<file path="config.mk">
export PLATFORM = sky130hd
export DESIGN_NAME = mem_port_arbiter
export DESIGN_NICKNAME = d
export VERILOG_FILES = /design/src/rtl/mem_port_arbiter.sv
export SDC_FILE = /design/constraint.sdc
export NUM_CORES = 1
export LEC_CHECK = 0
export CAP_MARGIN = 25
export CORE_AREA = 2 2 118 120
export CTS_BUF_LIST = sky130_fd_sc_hd__clkbuf_4
export CTS_CLUSTER_SIZE = 16
export DETAILED_ROUTE_END_ITERATION = 8
export DIE_AREA = 0 0 120 122
export GPL_TIMING_DRIVEN = 0
export PLACE_DENSITY = 0.73
export SLEW_MARGIN = 20
export SYNTH_ARGS = -nofsm -noshare
export SYNTH_HDL_FRONTEND = slang
export SYNTH_SLANG_ARGS = --single-unit
export TNS_END_PERCENT = 30
</file>
<file path="constraint.sdc">
create_clock -name clk -period 3.4 [get_ports clk]
set_input_delay 0.85 -clock clk [delete_from_list [all_inputs] [get_ports clk]]
set_output_delay 0.85 -clock clk [all_outputs]
set_load 0.005 [all_outputs]
</file>
<file path="src/rtl/mem_port_arbiter.sv">
// Arbitrates the single-port unified RAM between the CPU and the debug/loader port.
// Registered owner FSM with bounded hold time, optional debug lock and registered read return.
module mem_port_arbiter #(
  parameter int ADDR_W   = 32,
  parameter int MAX_HOLD = 8,
  parameter int DBG_PRIO = 0
) (
  input  logic              clk,
  input  logic              reset,
  input  logic              cpu_req,
  input  logic              cpu_we,
  input  logic [ADDR_W-1:0] cpu_addr,
  input  logic [31:0]       cpu_wdata,
  output logic              cpu_gnt,
  output logic              cpu_stall,
  output logic [31:0]       cpu_rdata,
  output logic              cpu_rvalid,
  input  logic              dbg_req,
  input  logic              dbg_we,
  input  logic [ADDR_W-1:0] dbg_addr,
  input  logic [31:0]       dbg_wdata,
  output logic              dbg_gnt,
  output logic [31:0]       dbg_rdata,
  output logic              dbg_rvalid,
  input  logic              dbg_lock,
  output logic [ADDR_W-1:0] mem_addr,
  output logic              mem_we,
  output logic [31:0]       mem_wdata,
  input  logic [31:0]       mem_rdata,
  output logic [1:0]        owner
);

  localparam logic [1:0] ST_IDLE = 2'd0;
  localparam logic [1:0] ST_CPU  = 2'd1;
  localparam logic [1:0] ST_DBG  = 2'd2;

  // Counter must reach MAX_HOLD-1, so it is sized from MAX_HOLD rather than fixed.
  localparam int              HW        = (MAX_HOLD > 1) ? $clog2(MAX_HOLD) : 1;
  localparam logic [HW-1:0]   HOLD_LAST = HW'(MAX_HOLD - 1);

  logic [1:0]    state_q, state_d;
  logic [HW-1:0] hold_q, hold_d;
  logic          hold_done_s;
  logic          owner_gnt_s;
  logic          other_req_s;
  logic [31:0]   cpu_rdata_q, dbg_rdata_q;
  logic          cpu_rvalid_q, dbg_rvalid_q;

  assign hold_done_s = (hold_q == HOLD_LAST);

  always_ff @(posedge clk) begin
    if (!reset) begin
      state_q <= ST_IDLE;
      hold_q  <= '0;
    end else begin
      state_q <= state_d;
      hold_q  <= hold_d;
    end
  end

  always_comb begin
    state_d     = state_q;
    owner_gnt_s = 1'b0;
    other_req_s = 1'b0;
    case (state_q)
      ST_IDLE: begin
        if (cpu_req && dbg_req) begin
          state_d = (DBG_PRIO != 0) ? ST_DBG : ST_CPU;
        end else if (cpu_req) begin
          state_d = ST_CPU;
        end else if (dbg_req) begin
          state_d = ST_DBG;
        end else begin
          state_d = ST_IDLE;
        end
      end
      ST_CPU: begin
        owner_gnt_s = cpu_req;
        other_req_s = dbg_req;
        if (!cpu_req) begin
          state_d = dbg_req ? ST_DBG : ST_IDLE;
        end else if (dbg_req && hold_done_s) begin
          state_d = ST_DBG;
        end else begin
          state_d = ST_CPU;
        end
      end
      ST_DBG: begin
        owner_gnt_s = dbg_req;
        other_req_s = cpu_req;
        if (!dbg_req) begin
          state_d = cpu_req ? ST_CPU : ST_IDLE;
        end else if (cpu_req && hold_done_s && !dbg_lock) begin
          state_d = ST_CPU;
        end else begin
          state_d = ST_DBG;
        end
      end
      default: begin
        state_d = ST_IDLE;
      end
    endcase

    // Saturates so a long locked debug burst cannot wrap the counter.
    if ((state_d == state_q) && owner_gnt_s && other_req_s) begin
      hold_d = hold_done_s ? hold_q : hold_q + HW'(1);
    end else begin
      hold_d = '0;
    end
  end

  always_comb begin
    cpu_gnt   = (state_q == ST_CPU) && cpu_req && reset;
    dbg_gnt   = (state_q == ST_DBG) && dbg_req && reset;
    cpu_stall = cpu_req && !cpu_gnt;
    owner     = state_q;
    if (cpu_gnt) begin
      mem_addr  = cpu_addr;
      mem_wdata = cpu_wdata;
      mem_we    = cpu_we;
    end else if (dbg_gnt) begin
      mem_addr  = dbg_addr;
      mem_wdata = dbg_wdata;
      mem_we    = dbg_we;
    end else begin
      mem_addr  = '0;
      mem_wdata = 32'h0000_0000;
      mem_we    = 1'b0;
    end
  end

  always_ff @(posedge clk) begin
    if (!reset) begin
      cpu_rdata_q  <= 32'h0000_0000;
      cpu_rvalid_q <= 1'b0;
      dbg_rdata_q  <= 32'h0000_0000;
      dbg_rvalid_q <= 1'b0;
    end else begin
      cpu_rvalid_q <= cpu_gnt && !cpu_we;
      dbg_rvalid_q <= dbg_gnt && !dbg_we;
      if (cpu_gnt && !cpu_we) begin
        cpu_rdata_q <= mem_rdata;
      end else begin
        cpu_rdata_q <= cpu_rdata_q;
      end
      if (dbg_gnt && !dbg_we) begin
        dbg_rdata_q <= mem_rdata;
      end else begin
        dbg_rdata_q <= dbg_rdata_q;
      end
    end
  end

  assign cpu_rdata  = cpu_rdata_q;
  assign cpu_rvalid = cpu_rvalid_q;
  assign dbg_rdata  = dbg_rdata_q;
  assign dbg_rvalid = dbg_rvalid_q;

endmodule

</file>
==> flow_metrics.env, run 1 <==
export IMPL_globalplace_congestion=0.8125
export IMPL_p_clk_share_pct=26.7
export IMPL_synth_ff_type="dfxtp_1"
export IMPL_clock_latency_ns=0.42
export IMPL_grt_pass1_vias=4315
export IMPL_synth_area_leaders="dfxtp_1 (42%), a22o_1 (17%), nand2_1 (14%)"
export IMPL_cts_inserted_buffers=9
export IMPL_peakVddDrop_mv=0.1654
export IMPL_r2r_slack_ns=1.57
export IMPL_layout_commonest_cell="clkdlybuf4s50_1"
export IMPL_synth_distinct_cells=35
export IMPL_ant_nets=0
export IMPL_r2r_worst_path_cells=6
export IMPL_setup_viol=0
export IMPL_cp_required_ns=2.55
export IMPL_drv_slew=0
export IMPL_finalPower_uw=1696
export IMPL_syn_cell_area_um2=3398
export IMPL_synth_edff_count=0
export IMPL_antenna_found_initial=0
export IMPL_finalHoldViolCount=0
export IMPL_cts_tree="done"
export IMPL_dr_pass1_iters=4
export IMPL_synthAdderAreaFrac_pct=2.209
export IMPL_crit_path_end="mem_wdata[24]"
export IMPL_die_w_um=120
export IMPL_port_buffers=301
export IMPL_synth_top_family_by_area="compound AO/OA/AOI/OAI gates"
export IMPL_fin_crit_sh_pct=98.63
export IMPL_die_area_um2=14640
export IMPL_drc=0
export IMPL_grt_pass1_wl_um=23670
export IMPL_drv_cap=0
export IMPL_routed_wl_um=16220
export IMPL_crit_path_max_fanout=10
export IMPL_synth_fp_nets=589
export IMPL_synth_simple_gate_area_share_pct=18.19
export IMPL_synth_mux_area_share_pct=0.5891
export IMPL_start_util_pct=25.16
export IMPL_insertedDiodeCount=0
export IMPL_place_hpwl_um=12980
export IMPL_clk_pin_slew_ns=0.11
export IMPL_cts_root_buffer="clkbuf_4"
export IMPL_powerDensity_nw_per_um2=247.5
export IMPL_ys_seq_elements=71
export IMPL_first_iter_violations=207
export IMPL_timing_rr_end="cpu_rdata[10]"
export IMPL_grt_max_degree=13
export IMPL_cts_htree_levels=3
export IMPL_worstReg2RegStart="owner[1]"
export IMPL_rsz0062_at_grt="true"
export IMPL_vias_per_cell=4.735
export IMPL_slew_limit_headroom_pct=65.79
export IMPL_outcome="finished clean"
export IMPL_leakage_uw=0.002566
export IMPL_cts_sinks=71
export IMPL_die_y_um=122
export IMPL_synthXorXnorAreaFrac_pct=0.2577
export IMPL_ys_warn_count=0
export IMPL_layout_drive_gt1_share_pct=8.016
export IMPL_grtUsageTotal_pct=20.82
export IMPL_final_cell_mix="clkdlybuf4s50_1 (296), nand2_1 (130), dfxtp_1 (69)"
export IMPL_swShare_pct=26.03
export IMPL_wl_per_cell_um=17.70
export IMPL_post_route_min_period_ns=3.353
export IMPL_sequentialPowerShare_pct=50.4
export IMPL_rows=43
export IMPL_core_um2=13500
export IMPL_yosys_area_top_type="dfxtp_1"
export IMPL_p_int_uw=1254
export IMPL_critPathKind="in2out"
export IMPL_synth_top_area_share_pct=41.83
export IMPL_finalClockSkew_ns=0.01273
export IMPL_vias=4337
export IMPL_grt_overflow_total=0
export IMPL_final_nets=904
export IMPL_crit_path_start_kind="input port"
export IMPL_hold_depth=2
export IMPL_crit_path_end_kind="output pin"
export IMPL_worst_pin_slew_ns=0.5132
export IMPL_max_freq_ghz=0.2982
export IMPL_min_path_type="reg2reg"
export IMPL_area_growth_synth_to_final_pct=101.6
export IMPL_yosysSeqAreaShare_pct=41.83
export IMPL_avgSynthCellArea_um2=8.169
export IMPL_synth_compound_area_share_pct=28.90
export IMPL_p_sw_uw=441.4
export IMPL_critPathLaunch="cpu_req"
export IMPL_async_flop_share_pct=0
export IMPL_cp_arrival_ns=2.50
export IMPL_clockBufferDepth=2
export IMPL_syn_inst=416
export IMPL_p_comb_share_pct=23.0
export IMPL_fin_tns_setup_ns=0
export IMPL_io_pins=303
==> logic make-up after synthesis <==
| kind of cell | after synthesis |
|---|---|
| AND/OR/NAND/NOR | 151 |
| AO/OA/AOI/OAI | 141 |
| flip-flops | 71 |
| buffers and inverters | 44 |
| adder cells (fa/ha/maj) | 6 |
| multiplexers | 2 |
| XOR/XNOR | 1 |
==> cells in the mapped netlist (3+ instances only) <==
cell	instances
clkbuf_2	3
buf_6	10
clkbuf_1	9
buf_4	3
ha_1	6
o21ai_0	54
buf_2	14
o21ai_1	10
inv_1	5
nor2_1	5
nand2_1	130
a22o_1	65
o211ai_1	3
dfxtp_1	71
==> final cells by class <==
cell class	instances	area (µm²)
clock inverter	7	38.79
tap	180	225.2
sequential	71	1429
inverter	5	18.77
timing repair buffer	305	3047
clock buffer	9	67.56
multi-input combinational	301	1729
fill	1258	6654
buffer	38	295.3
==> per-stage QoR <==
stage	utilization, %	setup WS (ns)	hold WS, ns	area [µm²]	cells
6_report	50.73	0.04670	0.4583	6850	916
5_1_grt	50.73	-0.03851	0.4803	6850	916
4_1_cts	50.61	0.006912	0.4643	6834	916
3_5_place_dp	49.14	-0.6283	0.4471	6636	897
3_3_place_gp	49.14	-0.5810	0.4432	6636	897
2_1_floorplan	-	0.7196	0.4447	3398	416
==> worst max-delay path, stage by stage <==
cell	delay, ns
clkdlybuf4s15_2	0.27
and3_4	0.22
nor2_4	0.17
buf_8	0.16
buf_8	0.14
a22o_1	0.15
clkdlybuf4s50_1	0.53
==> per-layer routing <==
layer	part of all wire, %	vias up	track usage (%)
met3	8.4	23	6.742
met1	42	2026	25.20
li1	-	2091	-
met4	1.7	0	6.324
met2	48	197	35.19
met5	0	-	0
==> power by group through the flow <==
stage	registers, µW	logic [µW]	clock network [µW]
after floorplan	873	81.5	0
after detailed placement	874	380	0
final	854	390	452
after global placement	873	374	0
after CTS	854	390	475
after global routing	856	413	511
==> how the worst min path moves through the flow <==
| stage | start | to | slack (ns) |
|---|---|---|---|
| 6_report | cpu_rdata[16] | cpu_rdata[16] | 0.46 |
| 4_1_cts | cpu_rdata[16] | cpu_rdata[16] | 0.46 |
| 5_1_grt | cpu_rdata[16] | cpu_rdata[16] | 0.48 |
| 3_3_place_gp | cpu_rdata[27] | cpu_rdata[27] | 0.44 |
| 3_5_place_dp | cpu_rdata[16] | cpu_rdata[16] | 0.45 |
| 2_1_floorplan | cpu_rdata[14] | cpu_rdata[14] | 0.44 |
==> what timing repair did <==
item	in CTS	in global routing
cloned	1	0
pin swaps	2	2
hold buffers	0	0
buffers inserted	3	0
setup endpoints to repair	67	54
resized for setup	27	9
==> sequential cells by signal, indices dropped and copies added, names as in the netlist <==
name	flops
dbg_rvalid	1
hold_q	3
cpu_rdata	32
dbg_rdata	32
owner	2
cpu_rvalid	1
No activity file was read; power rests on OpenSTA's default activity.
==> run 2, diff against run 1 <==
DONT_BUFFER_PORTS = 1   (was not set)
PLACE_DENSITY = 0.44   (was 0.73)
TNS_END_PERCENT = 1   (was 30)
==> run 2 against run 1 <==
- fmax increased by 4.8%
- die area unchanged
- worst hold slack improved by 0.022 ns
- clock skew increased by 0.010 ns
- sequential share of layout area increased by 17 points
- final cell count fell by 33%
- utilization down 23 points
- final area fell by 45%
- clock power up 38%
- critical path type is now reg2out
==> flow_metrics.env, run 2 (same netlist as run 1, synthesis figures left out) <==
export IMPL_wl_per_cell_um=23.59
export IMPL_die_w_um=120
export IMPL_clockBufferDepth=2
export IMPL_final_core_util_pct=28.08
export IMPL_cts_htree_levels=3
export IMPL_hold_buffers=0
export IMPL_rows=43
export IMPL_grtUsageTotal_pct=18.39
export IMPL_clock_latency_ns=0.43
export IMPL_rsz0062_at_grt="false"
export IMPL_max_stage_delay_ns=0.50
export IMPL_start_util_pct=25.16
export IMPL_outcome="finished clean"
export IMPL_vias_per_cell=5.111
export IMPL_post_route_min_period_ns=3.199
export IMPL_grt_overflow_total=0
export IMPL_first_iter_violations=187
export IMPL_fin_crit_sh_pct=94.08
export IMPL_min_path_type="reg2reg"
export IMPL_dr_pass1_iters=4
export IMPL_slew_limit_headroom_pct=63.32
export IMPL_cts_sinks=71
export IMPL_peakVddDrop_mv=0.2309
export IMPL_grt_pass1_vias=2985
export IMPL_layout_commonest_cell="nand2_1"
export IMPL_leakage_uw=0.001393
export IMPL_die_area_um2=14640
export IMPL_final_nets=600
export IMPL_cts_root_buffer="clkbuf_4"
export IMPL_routed_wl_um=14480
export IMPL_fin_cells=614
export IMPL_core_um2=13500
export IMPL_grt_pass1_wl_um=19460
export IMPL_die_y_um=122
export IMPL_finalPower_uw=1590
export IMPL_worst_pin_slew_ns=0.5502
export IMPL_drc=0
export IMPL_place_hpwl_um=11820
export IMPL_drv_slew=0
export IMPL_critPathSlowestCell="dfxtp_1"
export IMPL_cts_inserted_buffers=9
export IMPL_io_pins=303
export IMPL_drv_cap=0
export IMPL_setup_viol=0
export IMPL_antenna_found_initial=3
export IMPL_placed_cells=596
export IMPL_grt_max_degree=14
export IMPL_layout_drive_gt1_share_pct=11.11
export IMPL_fin_tns_setup_ns=0
export IMPL_ant_nets=0
export IMPL_crit_path_end_kind="output pin"
export IMPL_crit_path_start_kind="flip-flop"
export IMPL_cp_arrival_ns=2.35
export IMPL_cp_required_ns=2.55
export IMPL_finalHoldViolCount=0
export IMPL_vias=3138
export IMPL_globalplace_congestion=0.8440
export IMPL_area_growth_synth_to_final_pct=11.60
export IMPL_critPathKind="reg2out"
export IMPL_crit_chain="ha_2 > and3_1 > buf_2 > buf_2 > buf_2 > a22o_1"
export IMPL_final_cell_mix="nand2_1 (130), dfxtp_1 (71), a22o_1 (65)"
export IMPL_powerDensity_nw_per_um2=419.2
export IMPL_max_freq_ghz=0.3126
export IMPL_cts_tree="done"
export IMPL_path_common_cell="buf_2"
export IMPL_clk_pin_slew_ns=0.13
export IMPL_port_buffers=0
export IMPL_finalClockSkew_ns=0.02275
export IMPL_fillers=1499
export IMPL_crit_path_max_fanout=10
[run 2: cell types whose count changed in the layout (fill, tap and decap cells not counted), sizes merged]
cell           delta
diode             +2
clkbuf            -2
clkdlybuf4s15     -1
inv               +1
bufinv            +2
clkdlybuf4s50   -296
clkinv            -3
dlymetal6s2s      -3
buf               -2
[run 2: metrics by stage]
step	setup slack, ns	area (µm²)	hold WS (ns)
3_5_place_dp	0.3465	3623	0.4632
4_1_cts	0.05222	3785	0.4802
5_1_grt	0.01115	3792	0.4718
2_1_floorplan	0.7196	3398	0.4447
3_3_place_gp	0.3909	3623	0.4622
6_report	0.2014	3792	0.4799
[run 2: final timing paths]
check | start | to | slack, ns | depth (start not counted)
max reg2reg | owner[0] | dbg_rdata[12] | 1.29 | 8
min | cpu_rdata[18] | cpu_rdata[18] | 0.48 | 2
min reg2reg | cpu_rdata[18] | cpu_rdata[18] | 0.48 | 2
max | owner[0] | mem_addr[10] | 0.20 | 6
[run 2: final cells by class]
cell class              instances  area [µm²]  share of cell area [%]
clock buffers                   9       67.56                   1.782
multi-input cells             301        1707                   45.00
plain buffers                  39       254.0                   6.697
flip-flops and latches         71        1421                   37.48
well taps                     180       225.2                   5.939
inverters                       5       18.77                  0.4949
diodes                          2       5.005                  0.1320
clock inverters                 7       93.84                   2.474
[run 2: timing repair]
item                       4_1_cts  5_1_grt
setup endpoints to repair        0       19
gates resized for setup          0        1
buffers inserted                 0        0
[run 2: routing by layer]
layer	vias to the layer above	wire length, µm	track usage [%]
met1	1462	5208	19.45
li1	1475	-	-
met3	23	1921	10.49
met5	-	13	0
met2	176	6940	29.76
met4	2	397	8.456
[run 2: report_power, final]
part | leakage, µW | switching (µW) | internal [µW]
clock | 0.0000844 | 324 | 299
combinational | 0.000735 | 65.3 | 41.8
sequential | 0.000573 | 13.7 | 846
[run 2: worst max-delay path, delay by kind of cell (launching register included)]
kind / cells / cell delay [ns]
buf+inv: 3 / 0.71
simple gates: 1 / 0.16
compound gates: 1 / 0.25
flops: 1 / 0.50
fa+ha+maj: 1 / 0.30
